<file path="src/rtl/timer_counter_pkg.sv">
// Shared definitions for the memory-mapped timer/counter: register offsets,
// CTRL field layout, MODE encodings and FSM state encodings.
package timer_counter_pkg;

  // Byte offsets inside the 16-byte register window
  localparam logic [3:0] OFF_CTRL   = 4'h0;
  localparam logic [3:0] OFF_PRESET = 4'h4;
  localparam logic [3:0] OFF_COUNT  = 4'h8;
  localparam logic [3:0] OFF_RSVD   = 4'hC;

  // CTRL bit positions
  localparam int CTRL_EN_BIT   = 0;
  localparam int CTRL_MODE_LSB = 1;
  localparam int CTRL_MODE_MSB = 2;
  localparam int CTRL_IM_BIT   = 3;

  // MODE encodings; 2'b1x behaves like one-shot
  localparam logic [1:0] MODE_ONESHOT = 2'b00;
  localparam logic [1:0] MODE_RELOAD  = 2'b01;

  // FSM state encodings
  localparam logic [1:0] ST_IDLE = 2'd0;
  localparam logic [1:0] ST_LOAD = 2'd1;
  localparam logic [1:0] ST_CNT  = 2'd2;
  localparam logic [1:0] ST_INT  = 2'd3;

  // Stored CTRL fields, packed in register bit order {IM, MODE, EN}
  typedef struct packed {
    logic       im;
    logic [1:0] mode;
    logic       en;
  } ctrl_t;

  // CTRL as seen on the bus: upper bits always read 0
  function automatic logic [31:0] ctrl_word(input ctrl_t c);
    return {28'h0, c};
  endfunction

  function automatic logic is_reload(input logic [1:0] mode);
    return mode == MODE_RELOAD;
  endfunction

endpackage

</file>
<file path="src/rtl/timer_counter_if.sv">
// Data-bus slice seen by the timer: M-stage address/byte-enables/write data
// in, combinational read data and interrupt request out.
//
// Bus protocol: there is no valid/ready pair. A write is a one-cycle strobe
// that is accepted on the rising edge when the address hits the window and
// byteen == 4'b1111; any other byteen value (including 4'b0000) is no write.
// Reads are combinational on addr, and the slave never stalls the master.
interface timer_counter_if;
  import timer_counter_pkg::*;

  logic [31:0] addr;
  logic [3:0]  byteen;
  logic [31:0] wdata;
  logic [31:0] rdata;
  logic        irq;

  modport master (
    output addr, byteen, wdata,
    input  rdata, irq
  );

  modport slave (
    input  addr, byteen, wdata,
    output rdata, irq
  );

endinterface

</file>
<file path="src/rtl/timer_counter.sv">
// Memory-mapped down-counting timer with one-shot and auto-reload modes.
// Registers: CTRL (EN/MODE/IM), PRESET, COUNT (read-only), reserved word.
module timer_counter
  import timer_counter_pkg::*;
#(
  parameter logic [31:0] BASE_ADDR = 32'h0000_7F00
) (
  input  logic           clk,
  input  logic           reset,
  timer_counter_if.slave bus,
  output logic [1:0]     dbg_state
);

  logic        hit;
  logic [3:0]  reg_off;
  logic        wr_en;
  logic        wr_ctrl;
  logic        wr_preset;
  logic        unused_addr_lsb;

  ctrl_t       ctrl;
  logic [31:0] preset;
  logic [31:0] count;
  logic        irq_flag;
  logic [1:0]  state;

  // Address decode: byte lane bits addr[1:0] play no part
  assign hit             = (bus.addr[31:4] == BASE_ADDR[31:4]);
  assign reg_off         = {bus.addr[3:2], 2'b00};
  assign unused_addr_lsb = ^bus.addr[1:0];

  // Only full-word writes are accepted; COUNT and the reserved word ignore writes
  assign wr_en     = hit && (bus.byteen == 4'b1111);
  assign wr_ctrl   = wr_en && (reg_off == OFF_CTRL);
  assign wr_preset = wr_en && (reg_off == OFF_PRESET);

  // Timer FSM plus register writes; the CTRL write is placed last so that it
  // overrides the FSM's EN clear and irq_flag updates on the same edge
  always_ff @(posedge clk) begin
    if (reset) begin
      ctrl     <= '0;
      preset   <= 32'h0;
      count    <= 32'h0;
      irq_flag <= 1'b0;
      state    <= ST_IDLE;
    end else begin
      case (state)
        ST_IDLE: begin
          if (ctrl.en) state <= ST_LOAD;
        end
        ST_LOAD: begin
          count <= preset;
          state <= ST_CNT;
        end
        ST_CNT: begin
          if (!ctrl.en) begin
            state <= ST_IDLE;
          end else if (count > 32'd1) begin
            count <= count - 32'd1;
          end else begin
            // PRESET of 0 lands here too, so it behaves like PRESET of 1
            count    <= 32'h0;
            irq_flag <= 1'b1;
            state    <= ST_INT;
          end
        end
        ST_INT: begin
          if (is_reload(ctrl.mode)) irq_flag <= 1'b0;
          else                      ctrl.en  <= 1'b0;
          state <= ST_IDLE;
        end
        default: state <= ST_IDLE;
      endcase

      if (wr_preset) preset <= bus.wdata;

      if (wr_ctrl) begin
        ctrl.en   <= bus.wdata[CTRL_EN_BIT];
        ctrl.mode <= bus.wdata[CTRL_MODE_MSB:CTRL_MODE_LSB];
        ctrl.im   <= bus.wdata[CTRL_IM_BIT];
        irq_flag  <= 1'b0;
      end
    end
  end

  // Zero-latency read mux; misses and the reserved word read as 0
  always_comb begin
    bus.rdata = 32'h0;
    if (hit) begin
      case (reg_off)
        OFF_CTRL:   bus.rdata = ctrl_word(ctrl);
        OFF_PRESET: bus.rdata = preset;
        OFF_COUNT:  bus.rdata = count;
        default:    bus.rdata = 32'h0;
      endcase
    end
  end

  assign bus.irq   = irq_flag & ctrl.im;
  assign dbg_state = state;

endmodule

</file>
<file path="src/flat_wrapper.sv">
// flat-port wrapper written by rule: the top's interface ports become plain ports
module timer_counter_flat import timer_counter_pkg::*;
#(
  parameter logic [31:0] BASE_ADDR = 32'h0000_7F00
)
  (clk, reset, dbg_state, bus_addr, bus_byteen, bus_wdata, bus_rdata, bus_irq);
  timer_counter_if bus_i ();
  input  logic clk;
  input  logic reset;
  output logic [1:0] dbg_state;
  input wire logic [$bits(bus_i.addr)-1:0] bus_addr;
  input wire logic [$bits(bus_i.byteen)-1:0] bus_byteen;
  input wire logic [$bits(bus_i.wdata)-1:0] bus_wdata;
  output wire logic [$bits(bus_i.rdata)-1:0] bus_rdata;
  output wire logic [$bits(bus_i.irq)-1:0] bus_irq;
  assign bus_i.addr = bus_addr;
  assign bus_i.byteen = bus_byteen;
  assign bus_i.wdata = bus_wdata;
  assign bus_rdata = bus_i.rdata;
  assign bus_irq = bus_i.irq;
  timer_counter #(.BASE_ADDR(BASE_ADDR)) u_core (.clk(clk), .reset(reset), .bus(bus_i), .dbg_state(dbg_state));
endmodule
</file>
<file path="config.mk">
export PLATFORM = sky130hd
export DESIGN_NAME = timer_counter_flat
export DESIGN_NICKNAME = d
export VERILOG_FILES = /design/src/rtl/timer_counter_pkg.sv /design/src/rtl/timer_counter_if.sv /design/src/rtl/timer_counter.sv /design/src/flat_wrapper.sv
export SDC_FILE = /design/constraint.sdc
export NUM_CORES = 1
export LEC_CHECK = 0
export ABC_AREA = 1
export CAP_MARGIN = 30
export CORE_MARGIN = 10
export CORE_UTILIZATION = 53
export CTS_BUF_LIST = sky130_fd_sc_hd__clkbuf_4
export DETAILED_ROUTE_END_ITERATION = 10
export PLACE_DENSITY = 0.87
export SETUP_SLACK_MARGIN = 0.1
export SYNTH_ARGS = -nofsm -noshare
export SYNTH_HDL_FRONTEND = slang
export SYNTH_SLANG_ARGS = --single-unit
export TNS_END_PERCENT = 50
</file>
<file path="constraint.sdc">
create_clock -name clk -period 2.2 [get_ports clk]
set_input_delay 0.44 -clock clk [delete_from_list [all_inputs] [get_ports clk]]
set_output_delay 0.44 -clock clk [all_outputs]
set_load 0.01 [all_outputs]
</file>
==> results.toml, run 1 <==
[run_status]
outcome = "complete, but fails checks"
violations = "setup timing"

[yosys]
synth_seq_area_share_pct = 30.58
synthesis.instances = 766
synth_cell_types = 35
netlist_area_um2 = 4648
syn_nets = 838
synth-seq-cells = 71
syn_avg_cell_area_um2 = 6.068
yosys_warnings = 0

[detailed_routing]
drtIter0Drc = 332
vias = 5212
ant_nets = 0
firstDrtPassIters = 5
wl_mm = 15.47
drcViolationCount = 0
viasPerCell = 5.281
wl_per_cell_um = 15.67

[placed_design]
routabilityCongestion = 0.8980
place_area_um2 = 5877
numPortBuffers = 102
dp_cells = 962
dpl.hpwl_mm = 10.55

[timing]
drv_slew = 0
whs_ns = 0.5015
tightest_slew_ns = 0.4925
post-route-period-util_pct = 100.2
finalHoldViolations = 0
setup_viol = 2
slew_headroom_pct = 67.13
timing.fmax_mhz = 453.8
fin_ws_ns = -0.003668
rsz0062_at_grt = "true"
finalClockSkew_ns = 0.01186
fin_crit_ns = 2.204

[pwr]
power_mw = 2.156
p_leak_nw = 2.864
irDropWorstVdd_uv = 233.8
power_density_nw_per_um2 = 351.6

[floorplan]
die_w_um = 113.7
dieArea_um2 = 12920
fp-row-count = 34
io_pins = 105
start_util_pct = 53.82
fp.dieH_um = 113.7
core_area_um2 = 8636

[layout]
final_common_cell = "nand2_1"
final_cell_mix = "nand2_1, nor2_1, inv_1, dfxtp_1, a21oi_1"
utilization_pct = 70.99
regArea_um2 = 1421
fin_area_um2 = 6131
drive_gt1_share_pct = 19.11
fill_cells = 731
syn_to_final_growth_pct = 31.90
multiInputGateArea_um2 = 2895
diodes = 0
instances_no_fill = 987
fin_nets = 949

[clocking]
clock_latency_ns = 0.43
clkTransAtPathRegs_ns = 0.11
numClockSinks = 71
clk_root_buffer_cell = "clkbuf_4"
clock_path_buffers = 2
hold_buffers = 0
cts_buffers = 9
htreeDepth = 3
cts_tree = "built"

[min_path]
hp-class = "reg2reg"
min_from = "u_core.irq_flag$_SDFFE_PP0P_"
min_path_cells = 2
whs_endpoint = "u_core.irq_flag$_SDFFE_PP0P_"

[worst_setup_path]
worstSetupPathType = "in2out"
worstReg2RegEnd = "u_core.count[12]$_SDFFE_PP0P_"
worstPathRequired_ns = 1.76
worstReg2RegStart = "u_core.count[0]$_SDFFE_PP0P_"
arrival_ns = 1.76
path_max_fanout = 6
ff2ff_path_depth = 10
end_kind = "output port"
r2r_slack_ns = 0.33
startpoint_type = "input pin"

[global_route]
grt_pass1_vias = 5009
grt_max_degree = 69
grt_pass1_wl_mm = 24.93
antenna_found_initial = 0
track_usage_pct = 23.13
overflow = 0

[flow_run]
maxCapViolations = 0
-- how the worst max path moves through the flow --
stage / start / endpoint
floorplan: bus_addr[5] / bus_rdata[23]
global placement: bus_addr[5] / bus_rdata[0]
detailed placement: bus_addr[5] / bus_rdata[12]
CTS: bus_addr[16] / bus_rdata[15]
global route: bus_addr[4] / bus_rdata[0]
finish: bus_addr[13] / bus_rdata[0]
-- what timing repair did --
item,4_1_cts,5_1_grt
gates resized for setup,196,48
endpoints found under the setup margin,32,32
cloned,7,1
buffers inserted,4,0
pin swaps,4,11
-- per-stage QoR --
step / worst slack (ns) / setup TNS [ns]
floorplan: 0.3412 / 0
global placement: -0.5146 / -15.63
detailed placement: -0.6014 / -17.84
CTS: 0.002299 / 0
global route: -0.06629 / -1.151
finish: -0.003668 / -0.006840
-- cells by family after synthesis --
family / count (synthesis) / synth area share (%)
simple gates: 416 / 39.46
compound gates: 140 / 16.07
buf+inv: 122 / 10.52
flops: 71 / 30.58
xor+xnor: 15 / 2.826
fa+ha+maj: 2 / 0.5383
-- layer usage --
metal / up-vias / GRT usage, % / wire length, um
met2: 204 / 40.02 / 7696
li1: 2616 / - / -
met4: 0 / 6.599 / 238
met5: - / 0 / 0
met3: 22 / 5.354 / 1074
met1: 2370 / 27.87 / 6459
-- where the power goes --
group | switching (mW) | internal (mW)
combinational | 0.0874 | 0.124
sequential | 0.000000000187 | 1.28
clock | 0.458 | 0.201
-- worst max-delay path, cell delays in order --
cell           delay, ns
dlygate4sd2_1       0.19
nand4_1             0.10
nand3b_1            0.22
nor2_4              0.18
clkinv_4            0.17
buf_12              0.19
a31oi_4             0.12
buf_2               0.15
-- flip-flops by register name (all words and copies together), names as in the netlist --
| register | count |
|---|---|
| u_core.preset | 32 |
| u_core.dbg_state | 2 |
| u_core.ctrl | 4 |
| u_core.irq_flag | 1 |
| u_core.count | 32 |
-- cell type report --
type,count,share of cell area [%]
Timing Repair Buffer,135,20.61
Tap cell,108,2.204
Sequential cell,71,23.18
Multi-Input combinational cell,573,47.22
Inverter,87,5.408
Clock buffer,9,1.102
Clock inverter,4,0.2653
-- Yosys cell counts, drive strengths merged --
| cell | count | share of area (%) |
|---|---|---|
| dfxtp | 71 | 31 |
| a31oi | 2 | 0.27 |
| a21boi | 2 | 0.65 |
| xor2 | 8 | 1.5 |
| nor3b | 1 | 0.27 |
| buf | 7 | 1.2 |
| inv | 87 | 7.0 |
| clkbuf | 28 | 2.3 |
| a21oi | 94 | 10 |
| nand3 | 25 | 4.0 |
| nand4 | 10 | 1.3 |
| or2 | 1 | 0.13 |
| xnor2 | 7 | 1.3 |
| nand3b | 1 | 0.16 |
| o21a | 1 | 0.16 |
| and2 | 1 | 0.13 |
| nor2 | 152 | 14 |
| ha | 2 | 0.54 |
| o21ai | 37 | 4.2 |
| nand2 | 225 | 19 |
| o22ai | 1 | 0.13 |
| o21bai | 2 | 0.32 |
| a221oi | 1 | 0.19 |
(Power assumes the default switching activity.)
==> inputs of run 2 (changes only) <==
- CTS_CLUSTER_DIAMETER: unset -> 200
==> results of run 2 <==
Final layout, timing and power as in run 1 (identical DEF).
